$ cat src/rtl/mcp4922_rx.sv
// Slave-side receiver for MCP4922 16-bit SPI frames (mode 0,0), oversampled on clk.
// Optional macro MCP4922_RX_SHDN_EN: a channel with SHDN_n = 0 shows 12'h000 on its dac output.
module mcp4922_rx #(
  parameter int SYNC_STAGES = 2
) (
  input  logic        clk,
  input  logic        reset,
  input  logic        sck,
  input  logic        sdi,
  input  logic        cs_n,
  input  logic        ldac_n,
  output logic [11:0] dac_a,
  output logic [11:0] dac_b,
  output logic [2:0]  cfg_a,
  output logic [2:0]  cfg_b,
  output logic        frame_valid,
  output logic        frame_error
);

  // Synchronizer lanes are packed as {ldac_n, cs_n, sdi, sck}.
  localparam logic [3:0] SYNC_INIT = 4'b1100;

  typedef enum logic {IDLE, SHIFT} state_t;

  logic                        rst_meta, rst_int;
  logic [SYNC_STAGES-1:0][3:0] sync_reg;
  logic [3:0]                  synced;
  logic [1:0]                  last_reg;     // {cs_n, sck} one stage behind synced
  logic                        sck_rise, cs_fall, cs_rise, sdi_s, ldac_active;

  state_t                      state_reg;
  logic [15:0]                 shift_reg;
  logic [4:0]                  count_reg;
  logic                        commit_reg;
  logic [11:0]                 input_a_reg, input_b_reg;
  logic [11:0]                 dac_a_reg, dac_b_reg;

  // Reset asserts immediately but releases on a clock edge.
  always_ff @(posedge clk or posedge reset) begin
    if (reset) begin
      rst_meta <= 1'b1;
      rst_int  <= 1'b1;
    end else begin
      rst_meta <= 1'b0;
      rst_int  <= rst_meta;
    end
  end

  always_ff @(posedge clk or posedge rst_int) begin
    if (rst_int) begin
      sync_reg <= {SYNC_STAGES{SYNC_INIT}};
      last_reg <= SYNC_INIT[2:1] & 2'b10;
    end else begin
      sync_reg[0] <= {ldac_n, cs_n, sdi, sck};
      for (int i = 1; i < SYNC_STAGES; i++)
        sync_reg[i] <= sync_reg[i-1];
      last_reg <= {sync_reg[SYNC_STAGES-1][2], sync_reg[SYNC_STAGES-1][0]};
    end
  end

  assign synced      = sync_reg[SYNC_STAGES-1];
  assign sck_rise    = synced[0] & ~last_reg[0];
  assign cs_fall     = ~synced[2] & last_reg[1];
  assign cs_rise     = synced[2] & ~last_reg[1];
  assign sdi_s       = synced[1];
  assign ldac_active = ~synced[3];

  // Frame FSM; a commit is evaluated one cycle after the cs_n rise, before any new frame clears state.
  always_ff @(posedge clk or posedge rst_int) begin
    if (rst_int) begin
      state_reg   <= IDLE;
      shift_reg   <= '0;
      count_reg   <= '0;
      commit_reg  <= 1'b0;
      input_a_reg <= '0;
      input_b_reg <= '0;
      cfg_a       <= 3'b000;
      cfg_b       <= 3'b000;
      frame_valid <= 1'b0;
      frame_error <= 1'b0;
    end else begin
      frame_valid <= 1'b0;
      frame_error <= 1'b0;
      commit_reg  <= 1'b0;

      if (commit_reg) begin
        if (count_reg == 5'd16) begin
          if (shift_reg[15]) begin
            input_b_reg <= shift_reg[11:0];
            cfg_b       <= shift_reg[14:12];
          end else begin
            input_a_reg <= shift_reg[11:0];
            cfg_a       <= shift_reg[14:12];
          end
          frame_valid <= 1'b1;
        end else begin
          frame_error <= 1'b1;
        end
      end

      case (state_reg)
        IDLE: begin
          if (cs_fall) begin
            state_reg <= SHIFT;
            shift_reg <= '0;
            count_reg <= '0;
          end
        end
        SHIFT: begin
          if (cs_rise) begin
            state_reg  <= IDLE;
            commit_reg <= 1'b1;
          end else if (sck_rise) begin
            shift_reg <= {shift_reg[14:0], sdi_s};
            if (count_reg != 5'd17)
              count_reg <= count_reg + 5'd1;
          end
        end
        default: state_reg <= IDLE;
      endcase
    end
  end

  always_ff @(posedge clk or posedge rst_int) begin
    if (rst_int) begin
      dac_a_reg <= '0;
      dac_b_reg <= '0;
    end else if (ldac_active) begin
      dac_a_reg <= input_a_reg;
      dac_b_reg <= input_b_reg;
    end
  end

`ifdef MCP4922_RX_SHDN_EN
  // A shutdown stays visible until an LDAC transfer happens with SHDN_n = 1.
  logic shdn_a_reg, shdn_b_reg;

  always_ff @(posedge clk or posedge rst_int) begin
    if (rst_int) begin
      shdn_a_reg <= 1'b0;
      shdn_b_reg <= 1'b0;
    end else if (ldac_active) begin
      shdn_a_reg <= ~cfg_a[0];
      shdn_b_reg <= ~cfg_b[0];
    end else begin
      shdn_a_reg <= shdn_a_reg | ~cfg_a[0];
      shdn_b_reg <= shdn_b_reg | ~cfg_b[0];
    end
  end

  assign dac_a = (shdn_a_reg | ~cfg_a[0]) ? 12'h000 : dac_a_reg;
  assign dac_b = (shdn_b_reg | ~cfg_b[0]) ? 12'h000 : dac_b_reg;
`else
  assign dac_a = dac_a_reg;
  assign dac_b = dac_b_reg;
`endif

endmodule
$ cat config.mk
export PLATFORM = sky130hd
export DESIGN_NAME = mcp4922_rx
export DESIGN_NICKNAME = d
export VERILOG_FILES = /design/src/rtl/mcp4922_rx.sv
export SDC_FILE = /design/constraint.sdc
export NUM_CORES = 1
export LEC_CHECK = 0
export BUFFER_PORTS_ARGS = -buffer_cell sky130_fd_sc_hd__buf_2
export CAP_MARGIN = 10
export CORE_MARGIN = 3
export CORE_UTILIZATION = 45
export CTS_CLUSTER_SIZE = 40
export DETAILED_ROUTE_END_ITERATION = 16
export GPL_TIMING_DRIVEN = 1
export SYNTH_ARGS = -nofsm -noshare
export SYNTH_HDL_FRONTEND = slang
export SYNTH_SLANG_ARGS = --single-unit
$ cat constraint.sdc
create_clock -name clk -period 6.5 [get_ports clk]
set_clock_uncertainty 0.05 [all_clocks]
set_input_delay 1.625 -clock clk [delete_from_list [all_inputs] [get_ports clk]]
set_output_delay 1.625 -clock clk [all_outputs]
set_load 0.02 [all_outputs]
## Yosys cells after proc, flatten, opt, wreduce, memory -nomap -nowiden

Index checks and enable logic that the tools add are counted.

- Memories: 0
- Memory bits (read-only): 0
- Output and inout port bits: 32
- Input bits: 6
- Register bits: 91
- Memory bits (writable): 0
- Word-level logic and storage cells: 54
- Latch bits: 0

- Multipliers: 0
- Bitwise operators: 8
- Shift-type cells: 0
- Div/mod/pow operators: 0
- $add $sub $neg: 1
- Equal/unequal tests: 6
- Order comparisons: 0
- Mux-type cells: 18
- Reductions and logical operators: 4

Operators with widths:

| operator | count |
|---|---|
| $mux 16 | 3 |
| $pmux 16 s2 | 1 |
| $mux 5 | 4 |
| $pmux 5 s2 | 1 |
| $reduce_and 3->1 | 3 |
| $mux 1 | 8 |
| $ne 2x2->1 const B | 3 |
| $add 5x1->5 const B | 1 |
| $eq 5x5->1 const B | 1 |
| $ne 5x5->1 const B | 1 |
| $not 1->1 | 5 |
| $reduce_and 4->1 | 1 |
| $and 1x1->1 | 3 |
| $ne 2x1->1 const B | 1 |
| $pmux 1 s2 | 1 |

## Longest topological paths before layout

- Depth in word-level cells: 5
- Gate-level depth with buffers: 7
- Depth with buffers taken out: 5

## Least setup slack after synthesis

OpenSTA, ideal clock, no wires.

- Path type: register -> output
- Start point: reg cfg_a[0]
- End point: out cfg_a[0]
- Buffers on the path: 0
- Data arrival time: 0.423 ns
- Stages on the path, launching flop included: 1
- Slack: 4.402 ns
- Data required time: 4.825 ns
- Path through: dfrtp_1

RTL lines:

| item | RTL line | RTL |
|---|---|---|
| from (decl) | 14 | `output logic [2:0] cfg_a,` |
| from (signal assigned) | 93 | `cfg_a <= shift_reg[14:12];` |

No word-level cell between the ends.

## Final worst setup path

- Start point: reg dac_b_reg[9] (netlist: dac_b[9])
- End point: out dac_b[9]

RTL lines:

| item | RTL line | RTL |
|---|---|---|
| from (decl) | 36 | `logic [11:0] dac_a_reg, dac_b_reg;` |
| from (signal assigned) | 130 | `dac_b_reg <= input_b_reg;` |
| to (decl) | 13 | `output logic [11:0] dac_b,` |

No word-level cell between the ends.

==> flow_metrics.py <==
metrics = {
    "job": {
        "cap_violations": 0,
    },
    "setup_path": {
        "slowest_delay_ps": 390,
        "critPathKind": "reg -> out",
        "path_max_fanout": 2,
        "worst_ep_required_time_ps": 4830,
        "cp-end-kind": "primary output",
        "slowest_stage": "dfrtp_1",
        "r2r_end": "count_reg[3]",
        "rr_worst_depth": 5,
        "path_buf_inv": 1,
        "cp_top_family": "flip-flops",
        "rr_startpoint": "state_reg",
        "arrival_ps": 890,
        "start_kind": "flip-flop",
        "crit_chain": "buf_2",
        "r2r_setup_slack_ps": 4580,
    },
    "global_routing": {
        "antenna_found_initial": 0,
        "grt_pass1_vias": 1922,
        "grt_pass1_wl_um": 9390,
        "busiest_layer": "met2",
        "use_met2_pct": 22.6,
        "met1_usage_pct": 17.7,
        "use_met3_pct": 5.53,
        "grt_max_degree": 90,
        "grt-ovfl-total": 0,
        "track_usage_pct": 14.0,
    },
    "drt": {
        "drt_iter0_markers": 57,
        "drcViolationCount": 0,
        "drt_pass1_iterations": 4,
        "wire_per_inst_um": 13.8,
        "vias": 1896,
        "drt.antenna.violating_nets": 0,
        "wl_um": 5350,
        "routed_via_density": 4.89,
    },
    "timing": {
        "maxSlewHeadroom_pct": 29.2,
        "tightest_slew_ps": 1060,
        "rsz0062_at_grt": "false",
        "report.final.slew_viol_count": 0,
        "timing.setup.tns_ps": 0,
        "setup_viol": 0,
        "fmax_mhz": 389,
        "finalCritPeriodShare_pct": 39.5,
        "period_needed_ps": 2570,
        "hold_viol_final": 0,
    },
    "floorplanning": {
        "num_io_pins": 38,
        "dieArea_um2": 8830,
        "core_area_um2": 7370,
        "die_w_um": 94.0,
        "rows": 31,
        "die_y_um": 94.0,
        "start_util_pct": 47.3,
    },
    "placement": {
        "placedCellCount": 372,
        "gp_congestion": 0.734,
        "dp_hpwl_um": 3390,
        "io_buffers": 37,
    },
    "yosys": {
        "netlist.area_leader.share_pct": 60.3,
        "syn_inst": 246,
        "yosys.area.top_type": "dfrtp_1",
        "synth-async-reset-ratio_pct": 100,
        "synth_edf_count": 0,
        "synth_nets": 255,
        "synth.distinct_cells": 31,
        "ys.flop_type": "dfrtp_1",
        "synth_area_leaders": "dfrtp_1 60%, mux2_2 14%, dfstp_2 5.3%",
        "ys_seq_elements": 91,
        "syn_area_um2": 3480,
        "syn_avg_cell_area_um2": 14.2,
        "yosys_warnings": 0,
        "yosysSeqAreaShare_pct": 65.6,
    },
    "power": {
        "p_leak_nw": 2.04,
        "powerDensity_nw_per_um2": 274,
        "vdd_ir_drop_max_uv": 167,
    },
    "cells_and_area": {
        "fin_nets": 293,
        "instances_no_fill": 388,
        "largest_reg_flops": 16,
        "diodes": 0,
        "areaGrowthSynthToFinish_pct": 13.2,
        "final_util_pct": 53.5,
        "drive_gt1_share_pct": 42.2,
    },
    "clocking": {
        "cts_buffers": 9,
        "clkTransAtPathRegs_ps": 90,
        "htreeDepth": 3,
        "post-cts-setup-buffers": 0,
        "clock_sinks": 91,
        "clkLatencyLatePin_ps": 340,
        "cts_repair_resize_count": 0,
        "clock_path_buffers": 2,
        "hold_buffers": 0,
        "clockRootBuffer": "clkbuf_8",
        "cts_tree": "done",
    },
    "hold_path": {
        "hp-class": "reg -> reg",
        "whs_path_depth": 0,
        "hold_start": "sync_reg[1]",
        "holdPathEnd": "synced[1]",
    },
    "run_status": {
        "outcome": "completed",
    },
}
-- where the power goes --
group          total [mW]  leakage (nW)  switching [mW]  internal [mW]
clock               0.400         0.103           0.184          0.216
combinational      0.0650         0.712          0.0379         0.0271
sequential          0.617          1.22          0.0287          0.588
total                1.08          2.04           0.251          0.831
-- worst max-delay path by stage --
| stage | startpoint | endpoint | slack (ps) | cells after the start |
|---|---|---|---|---|
| 6_report | dac_b[9] | dac_b[9] | 3930 | 1 |
| 5_1_grt | dac_b[9] | dac_b[9] | 3860 | 1 |
| 4_1_cts | dac_b[9] | dac_b[9] | 3900 | 1 |
| 3_5_place_dp | dac_b[9] | dac_b[9] | 4300 | 1 |
| 3_3_place_gp | dac_a[10] | dac_a[10] | 4300 | 1 |
| 2_1_floorplan | rst_int | cfg_a[0] | 3810 | 1 |
-- final cells by class --
type | count | area [µm²]
timing repair buffer | 39 | 200
clock inverter | 5 | 77.6
inverter | 7 | 27.5
fill | 643 | 3430
sequential | 91 | 2290
tap | 99 | 124
multi-input combinational | 136 | 1100
clock buffer | 11 | 131
-- synthesized netlist by cell type, types with 2 or more instances --
| cell | number |
|---|---|
| dfstp_2 | 7 |
| buf_2 | 3 |
| mux2_2 | 44 |
| dfrtp_1 | 84 |
| and3_1 | 2 |
| o21ai_1 | 3 |
| and2_1 | 2 |
| a31oi_1 | 2 |
| mux2_4 | 10 |
| buf_6 | 2 |
| inv_1 | 7 |
| nand2_1 | 34 |
| ha_1 | 3 |
| nand3_1 | 4 |
| o21ai_0 | 16 |
| clkbuf_1 | 6 |
| o31ai_1 | 2 |
| nand4_1 | 2 |
-- through the flow --
step	setup slack (ps)	power, mW	hold slack [ps]	cell area (µm²)
final	3930	1.08	302	3940
after CTS	3900	1.10	304	3940
after detailed placement	4300	0.695	286	3730
after global placement	4300	0.692	286	3730
after floorplan	3810	0.674	281	3480
after global routing	3860	1.14	312	3940
-- per-layer routing --
| metal | wire [µm] | part of all wire [%] | vias to the layer above |
|---|---|---|---|
| met5 | 0 | 0 | - |
| met4 | 52 | 0.97 | 0 |
| met3 | 238 | 4.5 | 4 |
| met2 | 2600 | 49 | 37 |
| met1 | 2460 | 46 | 948 |
| li1 | - | - | 907 |
-- cells by family (layout without fill, tap and decap cells) --
logic type,Yosys count,count (layout),synth area share [%]
buffers and inverters,19,62,3.05
flip-flops,91,91,65.6
other,1,1,0.108
AO/OA/AOI/OAI,27,27,4.49
AND/OR/NAND/NOR,51,51,7.11
multiplexers,54,54,18.5
adder cells (fa/ha/maj),3,3,1.08
-- worst register-to-register path: cells and delay by family, from the launching register on --
family	cells	cell delay, ps
AOI/OAI and AO/OA	2	270
and+or+nand+nor	2	260
DFF	1	900
buffers and inverters	1	310
-- cell usage in the layout (no fill, tap or decap), drive strengths merged --
master and n:
o31ai 2, ha 3, inv 6, nor2b 1, clkinvlp 1, mux2 54
nand3 4, dfstp 7, nand4 2, nor3b 1, o311ai 1, a32o 1
and2 2, clkinv 3, nor2 1, and3 2, clkbuf 11, nand2 35
dfrtp 84, buf 39, and4 1, o21ba 1, bufinv 2, a21oi 1
nand2b 2, conb 1, o21ai 19, a31oi 2
(Power assumes the default switching activity.)
